File: config.mk
export PLATFORM = sky130hd
export DESIGN_NAME = quad_enc_multi_flat
export DESIGN_NICKNAME = d
export VERILOG_FILES = /design/src/rtl/quad_enc_multi_if.sv /design/src/rtl/quad_enc_multi.sv /design/src/flat_wrapper.sv
export SDC_FILE = /design/constraint.sdc
export NUM_CORES = 1
export LEC_CHECK = 0
export CORE_ASPECT_RATIO = 0.75
export CORE_UTILIZATION = 35
export CTS_CLUSTER_DIAMETER = 60
export DETAILED_ROUTE_END_ITERATION = 6
export GPL_TIMING_DRIVEN = 1
export MAX_ROUTING_LAYER = met4
export PLACE_DENSITY = 0.53
export SKIP_CTS_REPAIR_TIMING = 1
export SYNTH_ARGS = -nofsm -noshare
export SYNTH_HDL_FRONTEND = slang
export SYNTH_SLANG_ARGS = --single-unit
File: constraint.sdc
create_clock -name CLK_60 -period 6.47 [get_ports CLK_60]
set_input_delay 1.294 -clock CLK_60 [delete_from_list [all_inputs] [get_ports CLK_60]]
set_output_delay 1.294 -clock CLK_60 [all_outputs]
set_load 0.005 [all_outputs]
File: src/rtl/quad_enc_multi_if.sv
// quad_enc_multi_if: encoder pins, per-channel controls and position/speed results
// master: drives raw enc_a/enc_b/enc_z/ext_pls pins and z_en/z_fall/wrap/range/err_clr controls
// slave : the decoder, returning pos/dir/period/period_vld/stall/err
interface quad_enc_multi_if #(
  parameter int CH = 2,
  parameter int CNT_W = 16,
  parameter int PER_W = 32
);
  logic [CH-1:0] enc_a, enc_b, enc_z, z_en, z_fall, wrap;
  logic ext_pls, err_clr;
  logic [CH*CNT_W-1:0] range, pos;
  logic [CH-1:0] dir, period_vld, stall, err;
  logic [CH*PER_W-1:0] period;
  modport master (
    output enc_a, enc_b, enc_z, ext_pls, z_en, z_fall, wrap, range, err_clr,
    input pos, dir, period, period_vld, stall, err
  );
  modport slave (
    input enc_a, enc_b, enc_z, ext_pls, z_en, z_fall, wrap, range, err_clr,
    output pos, dir, period, period_vld, stall, err
  );
endinterface

File: src/rtl/quad_enc_multi.sv
// quad_enc_multi: multi-channel x4 quadrature decoder with signed clamp/wrap position, A-period speed, stall and illegal-step flags
// Ports: CLK_60 60 MHz clock; RST asynchronous active-high reset; bus (slave) with raw
//   enc_a/enc_b/enc_z per channel and shared ext_pls (asynchronous), z_en/z_fall/wrap/range
//   per channel, shared err_clr, and pos/dir/period/period_vld/stall/err results.
// Build option: QENC_GLITCH_FILTER_EN accepts each synchronised input only after FILT_LEN equal samples.
module quad_enc_multi #(
  parameter int CH = 2,
  parameter int CNT_W = 16,
  parameter int PER_W = 32,
  parameter int PER_MAX = 2500000,
  parameter int FILT_LEN = 4
) (
  input logic CLK_60,
  input logic RST,
  quad_enc_multi_if.slave bus
);
  localparam int SW = 3 * CH + 1;
  localparam logic [PER_W-1:0] PM = PER_W'(PER_MAX);
  // sampled vector layout: {ext_pls, z[CH], b[CH], a[CH]}
  logic [SW-1:0] s1, s2, cur, prv;
  logic ext_rise;
  if (FILT_LEN < 1 || PER_MAX < 1) begin : g_bad_cfg
    $error("FILT_LEN and PER_MAX must be at least 1");
  end
  always_ff @(posedge CLK_60 or posedge RST)
    if (RST) begin
      s1 <= '0;
      s2 <= '0;
      prv <= '0;
    end else begin
      s1 <= {bus.ext_pls, bus.enc_z, bus.enc_b, bus.enc_a};
      s2 <= s1;
      prv <= cur;
    end
`ifdef QENC_GLITCH_FILTER_EN
  localparam int FW = $clog2(FILT_LEN + 1);
  for (genvar i = 0; i < SW; i++) begin : g_filt
    logic f;
    logic [FW-1:0] n;
    always_ff @(posedge CLK_60 or posedge RST)
      if (RST) begin
        f <= 1'b0;
        n <= '0;
      end else if (s2[i] == f) n <= '0;
      else if (n == FW'(FILT_LEN - 1)) begin
        f <= s2[i];
        n <= '0;
      end else n <= n + FW'(1);
    assign cur[i] = f;
  end
`else
  assign cur = s2;
`endif
  assign ext_rise = cur[3*CH] & ~prv[3*CH];
  for (genvar c = 0; c < CH; c++) begin : g_ch
    logic [1:0] ip, ic, dlt;
    logic up, dn, ill, zero, a_rise, d, e, st, vld;
    logic signed [CNT_W-1:0] r, lo, hi, p, p_nx;
    logic [PER_W-1:0] cnt, per;
    // Gray position 00,10,11,01 -> 0..3; the index difference gives the step direction
    assign ip = {prv[CH+c], prv[CH+c] ^ prv[c]};
    assign ic = {cur[CH+c], cur[CH+c] ^ cur[c]};
    assign dlt = ic - ip;
    assign up = dlt == 2'd1;
    assign dn = dlt == 2'd3;
    assign ill = dlt == 2'd2;
    // z_fall selects the active Z edge: the new level must differ from z_fall
    assign zero = ext_rise | (bus.z_en[c] & (cur[2*CH+c] ^ prv[2*CH+c]) & (cur[2*CH+c] ^ bus.z_fall[c]));
    assign a_rise = cur[c] & ~prv[c];
    assign r = bus.range[c*CNT_W +: CNT_W];
    assign lo = -r;
    assign hi = r - CNT_W'(1);
    always_comb
      if (zero) p_nx = '0;
      else if (r == '0) p_nx = up ? p + CNT_W'(1) : dn ? p - CNT_W'(1) : p;
      else if (p < lo) p_nx = lo;
      else if (p > hi) p_nx = hi;
      else if (up) p_nx = (p == hi) ? (bus.wrap[c] ? lo : hi) : p + CNT_W'(1);
      else if (dn) p_nx = (p == lo) ? (bus.wrap[c] ? hi : lo) : p - CNT_W'(1);
      else p_nx = p;
    always_ff @(posedge CLK_60 or posedge RST)
      if (RST) begin
        p <= '0;
        d <= 1'b0;
        e <= 1'b0;
      end else begin
        p <= p_nx;
        if (up | dn) d <= dn;
        e <= ill | (e & ~bus.err_clr);
      end
    // a rising edge while stalled only restarts timing; that partial interval is discarded
    always_ff @(posedge CLK_60 or posedge RST)
      if (RST) begin
        cnt <= '0;
        per <= '1;
        vld <= 1'b0;
        st <= 1'b1;
      end else begin
        vld <= a_rise & ~st;
        if (a_rise) begin
          cnt <= '0;
          st <= 1'b0;
          if (!st) per <= cnt + PER_W'(1);
        end else if (cnt != PM) begin
          cnt <= cnt + PER_W'(1);
          if (cnt == PM - PER_W'(1)) begin
            st <= 1'b1;
            per <= '1;
          end
        end
      end
    assign bus.pos[c*CNT_W +: CNT_W] = p;
    assign bus.dir[c] = d;
    assign bus.err[c] = e;
    assign bus.period[c*PER_W +: PER_W] = per;
    assign bus.period_vld[c] = vld;
    assign bus.stall[c] = st;
  end
endmodule

File: src/flat_wrapper.sv
// flat-port wrapper written by rule: the top's interface ports become plain ports
module quad_enc_multi_flat 
#(
  parameter int CH = 2,
  parameter int CNT_W = 16,
  parameter int PER_W = 32,
  parameter int PER_MAX = 2500000,
  parameter int FILT_LEN = 4
)
  (CLK_60, RST, bus_enc_a, bus_enc_b, bus_enc_z, bus_ext_pls, bus_z_en, bus_z_fall, bus_wrap, bus_range, bus_err_clr, bus_pos, bus_dir, bus_period, bus_period_vld, bus_stall, bus_err);
  quad_enc_multi_if #(.CH(CH), .CNT_W(CNT_W), .PER_W(PER_W)) bus_i ();
  input logic CLK_60;
  input logic RST;
  input wire logic [$bits(bus_i.enc_a)-1:0] bus_enc_a;
  input wire logic [$bits(bus_i.enc_b)-1:0] bus_enc_b;
  input wire logic [$bits(bus_i.enc_z)-1:0] bus_enc_z;
  input wire logic [$bits(bus_i.ext_pls)-1:0] bus_ext_pls;
  input wire logic [$bits(bus_i.z_en)-1:0] bus_z_en;
  input wire logic [$bits(bus_i.z_fall)-1:0] bus_z_fall;
  input wire logic [$bits(bus_i.wrap)-1:0] bus_wrap;
  input wire logic [$bits(bus_i.range)-1:0] bus_range;
  input wire logic [$bits(bus_i.err_clr)-1:0] bus_err_clr;
  output wire logic [$bits(bus_i.pos)-1:0] bus_pos;
  output wire logic [$bits(bus_i.dir)-1:0] bus_dir;
  output wire logic [$bits(bus_i.period)-1:0] bus_period;
  output wire logic [$bits(bus_i.period_vld)-1:0] bus_period_vld;
  output wire logic [$bits(bus_i.stall)-1:0] bus_stall;
  output wire logic [$bits(bus_i.err)-1:0] bus_err;
  assign bus_i.enc_a = bus_enc_a;
  assign bus_i.enc_b = bus_enc_b;
  assign bus_i.enc_z = bus_enc_z;
  assign bus_i.ext_pls = bus_ext_pls;
  assign bus_i.z_en = bus_z_en;
  assign bus_i.z_fall = bus_z_fall;
  assign bus_i.wrap = bus_wrap;
  assign bus_i.range = bus_range;
  assign bus_i.err_clr = bus_err_clr;
  assign bus_pos = bus_i.pos;
  assign bus_dir = bus_i.dir;
  assign bus_period = bus_i.period;
  assign bus_period_vld = bus_i.period_vld;
  assign bus_stall = bus_i.stall;
  assign bus_err = bus_i.err;
  quad_enc_multi #(.CH(CH), .CNT_W(CNT_W), .PER_W(PER_W), .PER_MAX(PER_MAX), .FILT_LEN(FILT_LEN)) u_core (.CLK_60(CLK_60), .RST(RST), .bus(bus_i));
endmodule
# Yosys cells after proc, flatten, opt, wreduce, memory -nomap -nowiden
# Index checks and enable logic that the tools add are counted.
dict set report classes {
  add_sub_neg 12
  magnitude_cmp 4
  eq_ne 18
  muxes 42
  n_bitwise 31
  reduce_logical 14
}
# operator count
set op_table {}
lappend op_table {{2-to-1 mux 16 bit} 24}
lappend op_table {{2-to-1 mux 32 bit} 12}
lappend op_table {{adder 32 x 1 -> 32 bit (second input constant)} 2}
lappend op_table {{equality test 16 bit} 4}
lappend op_table {{equality test 32 x 22 -> 1 bit (second input constant)} 2}
lappend op_table {{inequality test 32 x 22 -> 1 bit (second input constant)} 2}
lappend op_table {{subtractor 16 x 2 -> 16 bit (second input constant)} 4}
lappend op_table {{adder 16 x 2 -> 16 bit (second input constant)} 2}
lappend op_table {{> comparator 16 bit} 2}
lappend op_table {{zero test 16 bit} 2}
lappend op_table {{< comparator 16 bit} 2}
lappend op_table {{negation 16 bit} 2}
lappend op_table {{bitwise AND 1 bit} 11}
lappend op_table {{nonzero test 5 bit} 2}
lappend op_table {{equality test 2 bit (second input constant)} 4}
lappend op_table {{inequality test 4 x 1 -> 1 bit (second input constant)} 2}
lappend op_table {{AND reduction 2 bit} 4}
lappend op_table {{nonzero test 2 bit} 4}
lappend op_table {{bitwise XOR 1 bit} 8}
lappend op_table {{2-to-1 mux 1 bit} 6}
lappend op_table {{inverter 1 bit} 6}
lappend op_table {{OR 1 bit} 6}
lappend op_table {{AND reduction 3 bit} 2}
lappend op_table {{equality test 2 x 1 -> 1 bit (second input constant)} 2}
lappend op_table {{other kinds (2)} 4}
dict set report word_totals {
  reg_bits 189
  in_bits 48
  output_inout_bits 104
  elab_cells 138
}

# Longest topological paths before layout
# Gate-level depths: netlist of run 1.
dict set report logic_depth {
  ltp_word 9
  mapped_depth 17
}

# Worst setup path after synthesis of run 1
# No wires, ideal clock.
dict set report synth_path {
  path_kind {in2reg}
  from {input bus_range[10]}
  to {register u_core.g_ch[0].p[8]}
  arrival_ns 5.121
  slack_ns 1.211
  cell_stages 15
  n_path_buf 2
  path_cell_list {clkbuf_1 or4_1 nor4_1 xnor2_1 inv_1 ha_1 nand4_2 or4_4 a21oi_2 nor3_1 or2_1 clkbuf_1 or4_1 o2111ai_1 o22ai_1}
}
dict set report synth_via {
  elab_chain_len 9
}
# item line
set synth_rtl {}
lappend synth_rtl {{start, declared} flat_wrapper.sv:21} ;# input wire logic [$bits(bus_i.range)-1:0] bus_range;
lappend synth_rtl {{branches (longest 9 deep; another with subtractor 16 x 2 -> 16 bit)} n/a}
lappend synth_rtl {{end signal, assigned} quad_enc_multi.sv:87} ;# p <= p_nx;
lappend synth_rtl {{end, declared} quad_enc_multi.sv:58} ;# logic signed [CNT_W-1:0] r, lo, hi, p, p_nx;
# Parallel ways; which one is timed is not known. The select of a mux whose other input is x is not followed.
# A chain may end at the register's enable or synchronous reset.

# Worst setup path in the final report of run 1
dict set report layout_path {
  from {input bus_range[0]}
  to {register u_core.g_ch[0].p[5]}
}
dict set report layout_via {
  elab_chain_len 9
}
# item
set layout_rtl {}
lappend layout_rtl {{branches (longest 9 deep; another with subtractor 16 x 2 -> 16 bit)}}
# Parallel ways; which one is timed is not known. The select of a mux whose other input is x is not followed.

==> impl_metrics.csv, run 1 <==
group,metric,value,unit
run_status,status,"completed",
routing,ant_nets,0,
cts,cts_made_buffers,17,
final_layout,multi_input_area,8840,sq um
final_layout,final_common_cell,"nor2_1",
cts,cts.sinks,189,
grt,grt.overflow.total,0,
run,drv_cap,0,
grt,grt_pass1_vias,12633,
synth,avgSynthCellArea,8.46,sq um
floorplanning,die_h,177,um
cts,clk_path_buf_depth,2,
pwr,p_int,3.18,mW
synth,ys_seq_area_frac,0.336,
routing,vias,13340,
final_layout,layout-drive-gt1-share,0.106,
grt,grt_pass1_wl,73.2,mm
cts,tritoncts,"built",
synth,ys_warn_count,0,
pwr,clock_power_share,0.185,
synth,synth_edf_count,0,
final_layout,n_fill_cell,3989,
routing,via_per_inst,5.71,
synth,synth_compound_area_frac,0.173,
final_layout,final_cells,2335,
synth,synth_area,14300,sq um
cts,root_buffer,"clkbuf_16",
synth,yosys.area_share.simple,0.235,
pwr,switching_share,0.438,
pwr,p_per_area,333,nW/um^2
timing,finalSetupTns,0,ns
placed_design,port_buffers,151,
hold_path,hold_path.class,"reg2reg",
synth,synth.distinct_cells,90,
critical_path,crit_required,6.81,ns
timing,worst_pin_slew,1.08,ns
placed_design,place_congestion,0.954,
placed_design,dp_hpwl,35.2,mm
cts,clk_latency,0.46,ns
critical_path,crit_type,"in2reg",
routing,drt-wirelength-per-cell,20.0,um
critical_path,critPathLaunchType,"input port",
routing,drcViolationCount,0,
final_layout,regArea,4810,sq um
timing,slew_headroom,0.276,
timing,finalSetupViolations,0,
cts,clk_pin_slew,0.09,ns
floorplanning,rows,63,
synth,synth_adder_area_share,0.0681,
timing,finalCriticalPeriod,5.96,ns
cts,cts_max_level,4,
floorplanning,start_util,0.359,
synth,synthCells,1693,
timing,slew_violations,0,
final_layout,synthToLayoutAreaGrowth,18.6,%
synth,synth_seq_cells,189,
critical_path,path_max_fanout,11,
placed_design,post-place-cells,2304,
pwr,p_sw,2.48,mW
synth,synth_nets,1819,
synth,synth.area.mux_share,0.0235,
synth,synthArstFlopShare,1.00,
critical_path,cp_data_arrival_time,6.31,ns
floorplanning,die_area,41800,sq um
routing,drt_pre_antenna_iters,5,
timing,hold_violations,0,
grt,antenna_found_initial,0,
timing,rsz0062_at_grt,"false",
grt,grt_max_degree,145,
grt,grt_usage,0.230,
timing,max_freq,168,MHz
floorplanning,coreArea,40000,sq um
synth,synth_xor_area_frac,0.117,
routing,wirelength,46.6,mm
synth,synth_top_family_by_area,"simple AND/OR/NAND/NOR gates",
critical_path,cp-end-kind,"register",
floorplanning,die_w,236,um
pwr,comb_power_share,0.491,
final_layout,layout_common_cells,"192 x nor2_1, 151 x clkdlybuf4s50_1, 139 x nand2_1, 123 x dfrtp_1, 113 x a21oi_1",
pwr,vdd_drop_max,0.182,mV
pwr,seqPwrFrac,0.324,
floorplanning,io-pin-count,152,
final_layout,diodes,0,
final_layout,final_nets,1929,
pwr,p_leak,6.88,nW
timing,skew,0.0205,ns
synth,ys.flop_type,"dfrtp_1",
timing,layout_worst_path_cycle_share,0.922,
routing,dr.first_iter.drc_count,1117,
[power by group through the flow]
stage	Combinational, mW	Sequential [mW]	Clock, mW
4_1_cts	2.75	1.83	1.09
3_3_place_gp	2.72	1.84	0
6_report	2.78	1.83	1.05
3_5_place_dp	2.73	1.85	0
5_1_grt	3.05	1.87	1.13
2_1_floorplan	1.87	1.61	0
[critical path, cell delays in order]
cell             delay (ns)
clkdlybuf4s50_1        0.57
inv_1                  0.21
ha_1                   0.21
or3b_2                 0.54
nor3_1                 0.30
nand2b_1               0.11
xor2_1                 0.19
ha_1                   0.33
nand4_1                0.21
nor4_1                 0.49
o21ai_0                0.20
o211ai_1               0.19
mux2_2                 0.43
a31oi_1                0.18
buf_4                  0.20
nand2_1                0.24
o32ai_1                0.39
[area by class of cell]
type                    instances  share of cell area
clock buffers                  18              0.0258
inverters                      58              0.0133
flip-flops and latches        189               0.283
multi-input cells            1336               0.520
well taps                     520              0.0383
clock inverters                13             0.00729
repair buffers                201               0.112
[cell families (layout without fill, tap and decap cells)]
group	after synthesis	after routing
compound gates	379	379
xor+xnor	180	180
fa+ha+maj	78	78
simple gates	666	666
mux	33	33
flops	189	189
buf+inv	168	290
[flip-flops by register name, summed over array words and instances (netlist names)]
name / flops
u_core.g_ch.d: 2
u_core.cur: 7
u_core.g_ch.cnt: 64
u_core.g_ch.vld: 2
u_core.s1: 7
u_core.g_ch.e: 2
u_core.g_ch.st: 2
u_core.prv: 7
u_core.g_ch.per: 64
u_core.g_ch.p: 32
[per-layer routing]
layer	track usage	routed length [um]	vias up
met5	-	0	-
met4	0.0406	530	0
met3	0.0310	2560	36
met2	0.328	19600	431
met1	0.345	24000	6534
li1	-	-	6339
[stage by stage]
stage / cell area (sq um) / total power [mW] / util / hold slack [ns] / setup WS [ns]
after floorplan: 14300 / 3.49 / - / 0.331 / 0.143
after global placement: 16400 / 4.56 / 0.411 / 0.336 / 0.340
after detailed placement: 16400 / 4.58 / 0.411 / 0.336 / 0.186
after CTS: 17000 / 5.66 / 0.425 / 0.352 / 0.619
after global routing: 17000 / 6.05 / 0.425 / 0.363 / 0.308
final: 17000 / 5.66 / 0.425 / 0.349 / 0.506
[synth_stat cells (9+ instances only)]
master | instances | area [sq um]
nor2_1 | 194 | 728
nand2_1 | 139 | 522
dfrtp_1 | 123 | 3080
a21oi_1 | 114 | 571
xnor2_1 | 98 | 858
clkbuf_1 | 85 | 319
ha_1 | 78 | 976
nand3_1 | 78 | 390
o21ai_0 | 78 | 390
xor2_1 | 74 | 648
dfstp_2 | 66 | 1730
inv_1 | 54 | 203
nor3_1 | 52 | 260
nand4_1 | 41 | 257
a2bb2oi_1 | 33 | 289
and3_1 | 31 | 194
nor4_1 | 31 | 194
mux2i_1 | 28 | 280
o22ai_1 | 19 | 119
o211ai_1 | 17 | 128
a31oi_1 | 14 | 87.6
or4_1 | 12 | 90.1
a211oi_1 | 11 | 82.6
buf_2 | 11 | 55.1
nor2b_1 | 11 | 68.8
or3_1 | 11 | 68.8
a221oi_1 | 10 | 87.6
a21o_1 | 9 | 67.6
buf_4 | 9 | 67.6
nor3b_1 | 9 | 67.6
[final timing paths]
path | to | depth (start not counted) | slack [ns] | from
min reg2reg | u_core.cur[1] | 0 | 0.35 | u_core.s1[1]
max | u_core.g_ch[0].p[5] | 17 | 0.51 | bus_range[0]
min in group asynchronous | u_core.g_ch[1].cnt[29] | 2 | 1.50 | RST
max reg2reg | u_core.g_ch[0].p[5] | 10 | 2.82 | u_core.g_ch[0].p[11]
max in group asynchronous | u_core.g_ch[0].cnt[7] | 3 | 3.68 | RST
min | u_core.cur[1] | 0 | 0.35 | u_core.s1[1]
Power figures use the tool's default switching activity.
==> run 2: changes to the inputs <==
--- a/config.mk
+++ b/config.mk
@@ -12,6 +12,7 @@
 export GPL_TIMING_DRIVEN = 1
 export MAX_ROUTING_LAYER = met4
 export PLACE_DENSITY = 0.53
+export RECOVER_POWER = 25
 export SKIP_CTS_REPAIR_TIMING = 1
 export SYNTH_ARGS = -nofsm -noshare
 export SYNTH_HDL_FRONTEND = slang
==> run 2 against run 1 <==
The run now ends with capacitance limit, slew limit left. Critical path type unchanged. Via count grew 0.49%. Total power is essentially flat. Routed wire length grew 0.22%. Utilization is essentially flat. Cell count is the same. First-iteration DRC count grew 0.27%. Register-to-register slack lost 0.51 ns. Clock power is essentially flat. Largest power group unchanged.
==> impl_metrics.csv, run 2 (synthesis gave the netlist of run 1 again) <==
group,metric,value,unit
hold_path,min_from,"u_core.s1[1]",
routing,drt_pre_antenna_iters,5,
final_layout,top_regs,"u_core.g_ch.cnt (64), u_core.g_ch.per (64), u_core.g_ch.p (32)",
final_layout,diodes,0,
critical_path,slowest_delay,0.57,ns
timing,finalSetupViolations,0,
cts,root_buffer,"clkbuf_16",
timing,skew,0.0204,ns
timing,hold_violations,0,
timing,rsz0062_at_grt,"false",
critical_path,critPathMostFrequentCell,"ha_1",
hold_path,holdPathEnd,"u_core.cur[1]",
run_status,failed_checks,"capacitance limit, slew limit",
pwr,p_per_area,334,nW/um^2
floorplanning,start_util,0.359,
final_layout,layout-drive-gt1-share,0.105,
timing,layout_worst_path_cycle_share,0.917,
final_layout,n_fill_cell,3991,
pwr,vdd_drop_max,0.182,mV
timing,finalCriticalPeriod,5.93,ns
hold_path,hold_path_depth,0,
placed_design,port_buffers,151,
final_layout,synthToLayoutAreaGrowth,18.5,%
routing,drt-wirelength-per-cell,20.0,um
cts,clk_pin_slew,0.09,ns
cts,clk_latency,0.46,ns
floorplanning,io-pin-count,152,
routing,drcViolationCount,0,
cts,cts_made_buffers,17,
grt,antenna_found_initial,1,
final_layout,final_common_cell,"nor2_1",
timing,slew_headroom,-1.07,
placed_design,place_congestion,0.954,
floorplanning,rows,63,
timing,fin_ws,0.538,ns
grt,grt.overflow.total,0,
routing,vias,13406,
grt,grt_pass1_vias,12633,
placed_design,dp_hpwl,35.2,mm
critical_path,cp_data_arrival_time,6.28,ns
final_layout,layout_common_cells,"192 x nor2_1, 142 x clkdlybuf4s50_1, 139 x nand2_1, 123 x dfrtp_1, 113 x a21oi_1",
final_layout,final_nets,1929,
critical_path,critPathLaunchType,"input port",
timing,max_freq,169,MHz
hold_path,hold_path.class,"reg2reg",
critical_path,path_buf_inv,3,
run,drv_cap,3,
cts,cts.sinks,189,
critical_path,crit_required,6.81,ns
timing,worst_pin_slew,3.11,ns
run_status,status,"finished, violations left",
critical_path,cp_cell_sequence,"clkdlybuf4s50_1 > inv_1 > ha_1 > or3b_2 > nor3_1 > nand2b_1 > xor2_1 > ha_1 > nand4_1 > nor4_1 > o21ai_0 > o211ai_1 > mux2_2 > a31oi_1 > buf_4 > nand2_1 > o32ai_1",
critical_path,critPathSlowestCell,"clkdlybuf4s50_1",
critical_path,crit_type,"in2reg",
routing,via_per_inst,5.74,
critical_path,rrSetupSlack,2.31,ns
grt,grt_usage,0.230,
routing,wirelength,46.7,mm
placed_design,dp_slack,0.186,ns
cts,clk_path_buf_depth,2,
timing,slew_violations,214,
cts,cts_max_level,4,
floorplanning,die_h,177,um
pwr,p_leak,6.86,nW
floorplanning,die_w,236,um
floorplanning,die_area,41800,sq um
critical_path,r2r-end,"u_core.g_ch[1].p[10]",
critical_path,reg2regPathDepth,10,
timing,holdWs,0.349,ns
cts,tritoncts,"built",
routing,dr.first_iter.drc_count,1120,
grt,grt_max_degree,145,
timing,finalSetupTns,0,ns
floorplanning,coreArea,40000,sq um
critical_path,path_delay_family,"simple AND/OR/NAND/NOR gates",
grt,grt_pass1_wl,73.2,mm
critical_path,rr_startpoint,"u_core.cur[3]",
critical_path,cp-end-kind,"register",
routing,ant_nets,0,
critical_path,path_max_fanout,11,
[run 2: worst max-delay path by stage]
stage	to	slack, ns	cells past startpoint	from
after floorplan	u_core.cur[0]	0.14	1	RST
after global routing	u_core.g_ch[0].p[5]	0.31	17	bus_range[0]
after global placement	u_core.g_ch[0].p[13]	0.34	16	bus_range[0]
final	u_core.g_ch[0].p[5]	0.54	17	bus_range[0]
after CTS	u_core.g_ch[0].p[5]	0.62	17	bus_range[0]
after detailed placement	u_core.g_ch[0].p[5]	0.19	17	bus_range[0]
[run 2: area by class of cell]
| type | instances | area (sq um) | area share |
|---|---|---|---|
| inverter | 58 | 221 | 0.0130 |
| timing repair buffer | 201 | 1890 | 0.111 |
| tap | 520 | 651 | 0.0383 |
| sequential | 189 | 4810 | 0.283 |
| clock buffer | 18 | 439 | 0.0259 |
| clock inverter | 13 | 124 | 0.00730 |
| multi-input combinational | 1336 | 8840 | 0.521 |
[run 2: through the flow]
stage          std cells  total power [mW]  cell area, sq um   util
2_1_floorplan       1693              3.49             14300      -
3_3_place_gp        2304              4.56             16400  0.411
3_5_place_dp        2304              4.58             16400  0.411
4_1_cts             2335              5.66             17000  0.425
5_1_grt             2335              6.05             17000  0.425
6_report            2335              5.66             17000  0.425
[run 2: power breakdown]
group	switching [mW]	total, mW	internal [mW]
clock network	0.530	1.05	0.518
registers	0.431	1.83	1.40
logic	1.52	2.78	1.26
[run 2: worst reg2reg max path, delay by kind of cell, from the launching register on]
family	cells	cell delay [ns]
fa+ha+maj	1	0.52
flops	1	0.41
buf+inv	1	1.03
xor+xnor	1	0.14
simple gates	3	1.03
compound gates	4	0.96
[run 2: layer usage]
| layer | part of all wire | track usage | vias to the layer above |
|---|---|---|---|
| met2 | 0.42 | 0.328 | 458 |
| met3 | 0.060 | 0.0310 | 37 |
| met5 | 0 | - | - |
| li1 | - | - | 6347 |
| met4 | 0.011 | 0.0406 | 0 |
| met1 | 0.51 | 0.345 | 6564 |
==> run 3: changes to the inputs <==
--- a/config.mk
+++ b/config.mk
@@ -11,9 +11,10 @@
 export DETAILED_ROUTE_END_ITERATION = 6
 export GPL_TIMING_DRIVEN = 1
 export MAX_ROUTING_LAYER = met4
-export PLACE_DENSITY = 0.53
 export RECOVER_POWER = 25
+export SETUP_SLACK_MARGIN = 0.5
 export SKIP_CTS_REPAIR_TIMING = 1
+export SLEW_MARGIN = 25
 export SYNTH_ARGS = -nofsm -noshare
 export SYNTH_HDL_FRONTEND = slang
 export SYNTH_SLANG_ARGS = --single-unit
==> run 3 against run 2 <==
The run still ends with capacitance limit, slew limit left. Non-clock buffer count is 5 lower. Total power is 1.5% higher. Register-to-register slack better by 0.03 ns. Fmax is 3.7% higher. Clock skew is 0.0081 ns higher. Flip-flop and latch count stayed put. First-iteration DRC count is 13% higher. Critical path type unchanged. Largest power group unchanged.
==> impl_metrics.csv, run 3 (synthesis gave the netlist of run 1 again) <==
group,metric,value,unit
grt,grt.overflow.total,0,
timing,finalSetupViolations,0,
placed_design,placed_area,16400,sq um
cts,cts.sinks,189,
cts,clk_latency,0.47,ns
routing,dr.first_iter.drc_count,1270,
cts,clk_path_buf_depth,2,
timing,finalSetupTns,0,ns
final_layout,final_common_cell,"nor2_1",
floorplanning,die_w,236,um
floorplanning,io-pin-count,152,
critical_path,crit_type,"in2reg",
routing,drt-wirelength-per-cell,19.7,um
final_layout,design_area,17100,sq um
timing,skew,0.0285,ns
routing,wirelength,45.9,mm
run,drv_cap,3,
floorplanning,die_h,177,um
grt,grt_pass1_vias,12676,
critical_path,path_max_fanout,23,
floorplanning,coreArea,40000,sq um
critical_path,slowest_delay,0.70,ns
routing,ant_nets,0,
pwr,vdd_drop_max,0.182,mV
routing,wl_met2,19.3,mm
final_layout,synthToLayoutAreaGrowth,19.0,%
final_layout,layout-drive-gt1-share,0.107,
cts,cts_max_level,4,
timing,slew_headroom,-1.19,
floorplanning,die_area,41800,sq um
final_layout,regArea,4810,sq um
timing,slew_violations,206,
critical_path,cp-end-kind,"register",
final_layout,top_regs,"u_core.g_ch.cnt (64), u_core.g_ch.per (64), u_core.g_ch.p (32)",
routing,via_per_inst,5.80,
routing,dr_wl_met3,3.37,mm
routing,dr.max_layer_used,"met4",
grt,grt_usage,0.227,
routing,wl_met1,22.4,mm
final_layout,final_nets,1924,
cts,clk_pin_slew,0.10,ns
floorplanning,start_util,0.359,
placed_design,place_congestion,0.938,
cts,cts_made_buffers,17,
critical_path,cp_data_arrival_time,6.09,ns
routing,drt_pre_antenna_iters,7,
timing,fin_ws,0.751,ns
routing,vias,13529,
floorplanning,rows,63,
critical_path,critPathLaunchType,"input port",
run_status,status,"finished, violations left",
final_layout,multi_input_area,8880,sq um
final_layout,layout_common_cells,"192 x nor2_1, 142 x clkdlybuf4s50_1, 138 x nand2_1, 123 x dfrtp_1, 113 x a21oi_1",
timing,rsz0062_at_grt,"false",
timing,max_freq,175,MHz
final_layout,n_fill_cell,3989,
pwr,p_leak,6.89,nW
timing,hold_violations,0,
run_status,failed_checks,"capacitance limit, slew limit",
placed_design,port_buffers,151,
placed_design,dp_hpwl,34.0,mm
placed_design,post-place-cells,2298,
critical_path,path_buf_inv,3,
timing,worst_pin_slew,3.29,ns
critical_path,critPathSlowestCell,"or4_1",
timing,layout_worst_path_cycle_share,0.884,
grt,antenna_found_initial,1,
pwr,p_per_area,337,nW/um^2
critical_path,crit_required,6.84,ns
routing,drcViolationCount,0,
timing,finalCriticalPeriod,5.72,ns
pwr,totalPowerFinal,5.75,mW
grt,grt_pass1_wl,72.3,mm
critical_path,path_delay_family,"simple AND/OR/NAND/NOR gates",
hold_path,hold_path.class,"reg2reg",
cts,root_buffer,"clkbuf_16",
placed_design,dp_slack,0.138,ns
cts,tritoncts,"built",
grt,grt_max_degree,137,
final_layout,final_cells,2332,
critical_path,cp_cell_sequence,"clkdlybuf4s50_1 > or4_1 > nor4_1 > xnor2_1 > inv_1 > ha_1 > nand4_2 > or4_4 > a21oi_2 > o31a_2 > nor2_1 > a31oi_1 > buf_12 > nand2_1 > o32ai_1",
[run 3: final cells by class]
| cell class | instances | share of cell area |
|---|---|---|
| diodes | 1 | 0.000147 |
| clock buffers | 18 | 0.0258 |
| clock inverters | 14 | 0.0109 |
| inverters | 58 | 0.0130 |
| multi-input cells | 1336 | 0.521 |
| flip-flops and latches | 189 | 0.282 |
| well taps | 520 | 0.0381 |
| repair buffers | 196 | 0.109 |
[run 3: per-layer routing]
| layer | up-vias | track usage |
|---|---|---|
| met4 | 0 | 0.0575 |
| met1 | 6607 | 0.328 |
| met2 | 524 | 0.319 |
| li1 | 6341 | - |
| met3 | 57 | 0.0455 |
| met5 | - | - |
[run 3: power by group]
part | switching, mW | leakage, nW | internal, mW
clock network | 0.559 | 0.305 | 0.573
logic | 1.51 | 4.29 | 1.26
registers | 0.438 | 2.29 | 1.40
total | 2.51 | 6.89 | 3.24
[run 3: worst paths after layout]
| path | startpoint | end | slack (ns) | depth (start not counted) |
|---|---|---|---|---|
| max | bus_range[10] | u_core.g_ch[0].p[9] | 0.75 | 15 |
| max in group asynchronous | RST | u_core.g_ch[1].cnt[0] | 1.95 | 3 |
| min reg2reg | u_core.s1[5] | u_core.cur[5] | 0.35 | 0 |
| min in group asynchronous | RST | u_core.g_ch[0].p[0] | 1.56 | 3 |
| min | u_core.s1[5] | u_core.cur[5] | 0.35 | 0 |
| max reg2reg | u_core.cur[3] | u_core.g_ch[1].p[10] | 2.34 | 10 |
[run 3: stage by stage]
step / hold WS, ns / utilization
after detailed placement: 0.338 / 0.411
after global routing: 0.361 / 0.427
final: 0.351 / 0.427
after global placement: 0.334 / 0.410
after floorplan: 0.331 / -
after CTS: 0.354 / 0.426
[run 3: worst register-to-register path, delay by kind of cell, from the launching register on]
family | cells | cell delay, ns
adders and majority gates | 1 | 0.51
buffers and inverters | 1 | 1.03
DFF | 1 | 0.41
and+or+nand+nor | 3 | 1.01
xor gates and xnor gates | 1 | 0.14
AOI/OAI and AO/OA | 4 | 0.95
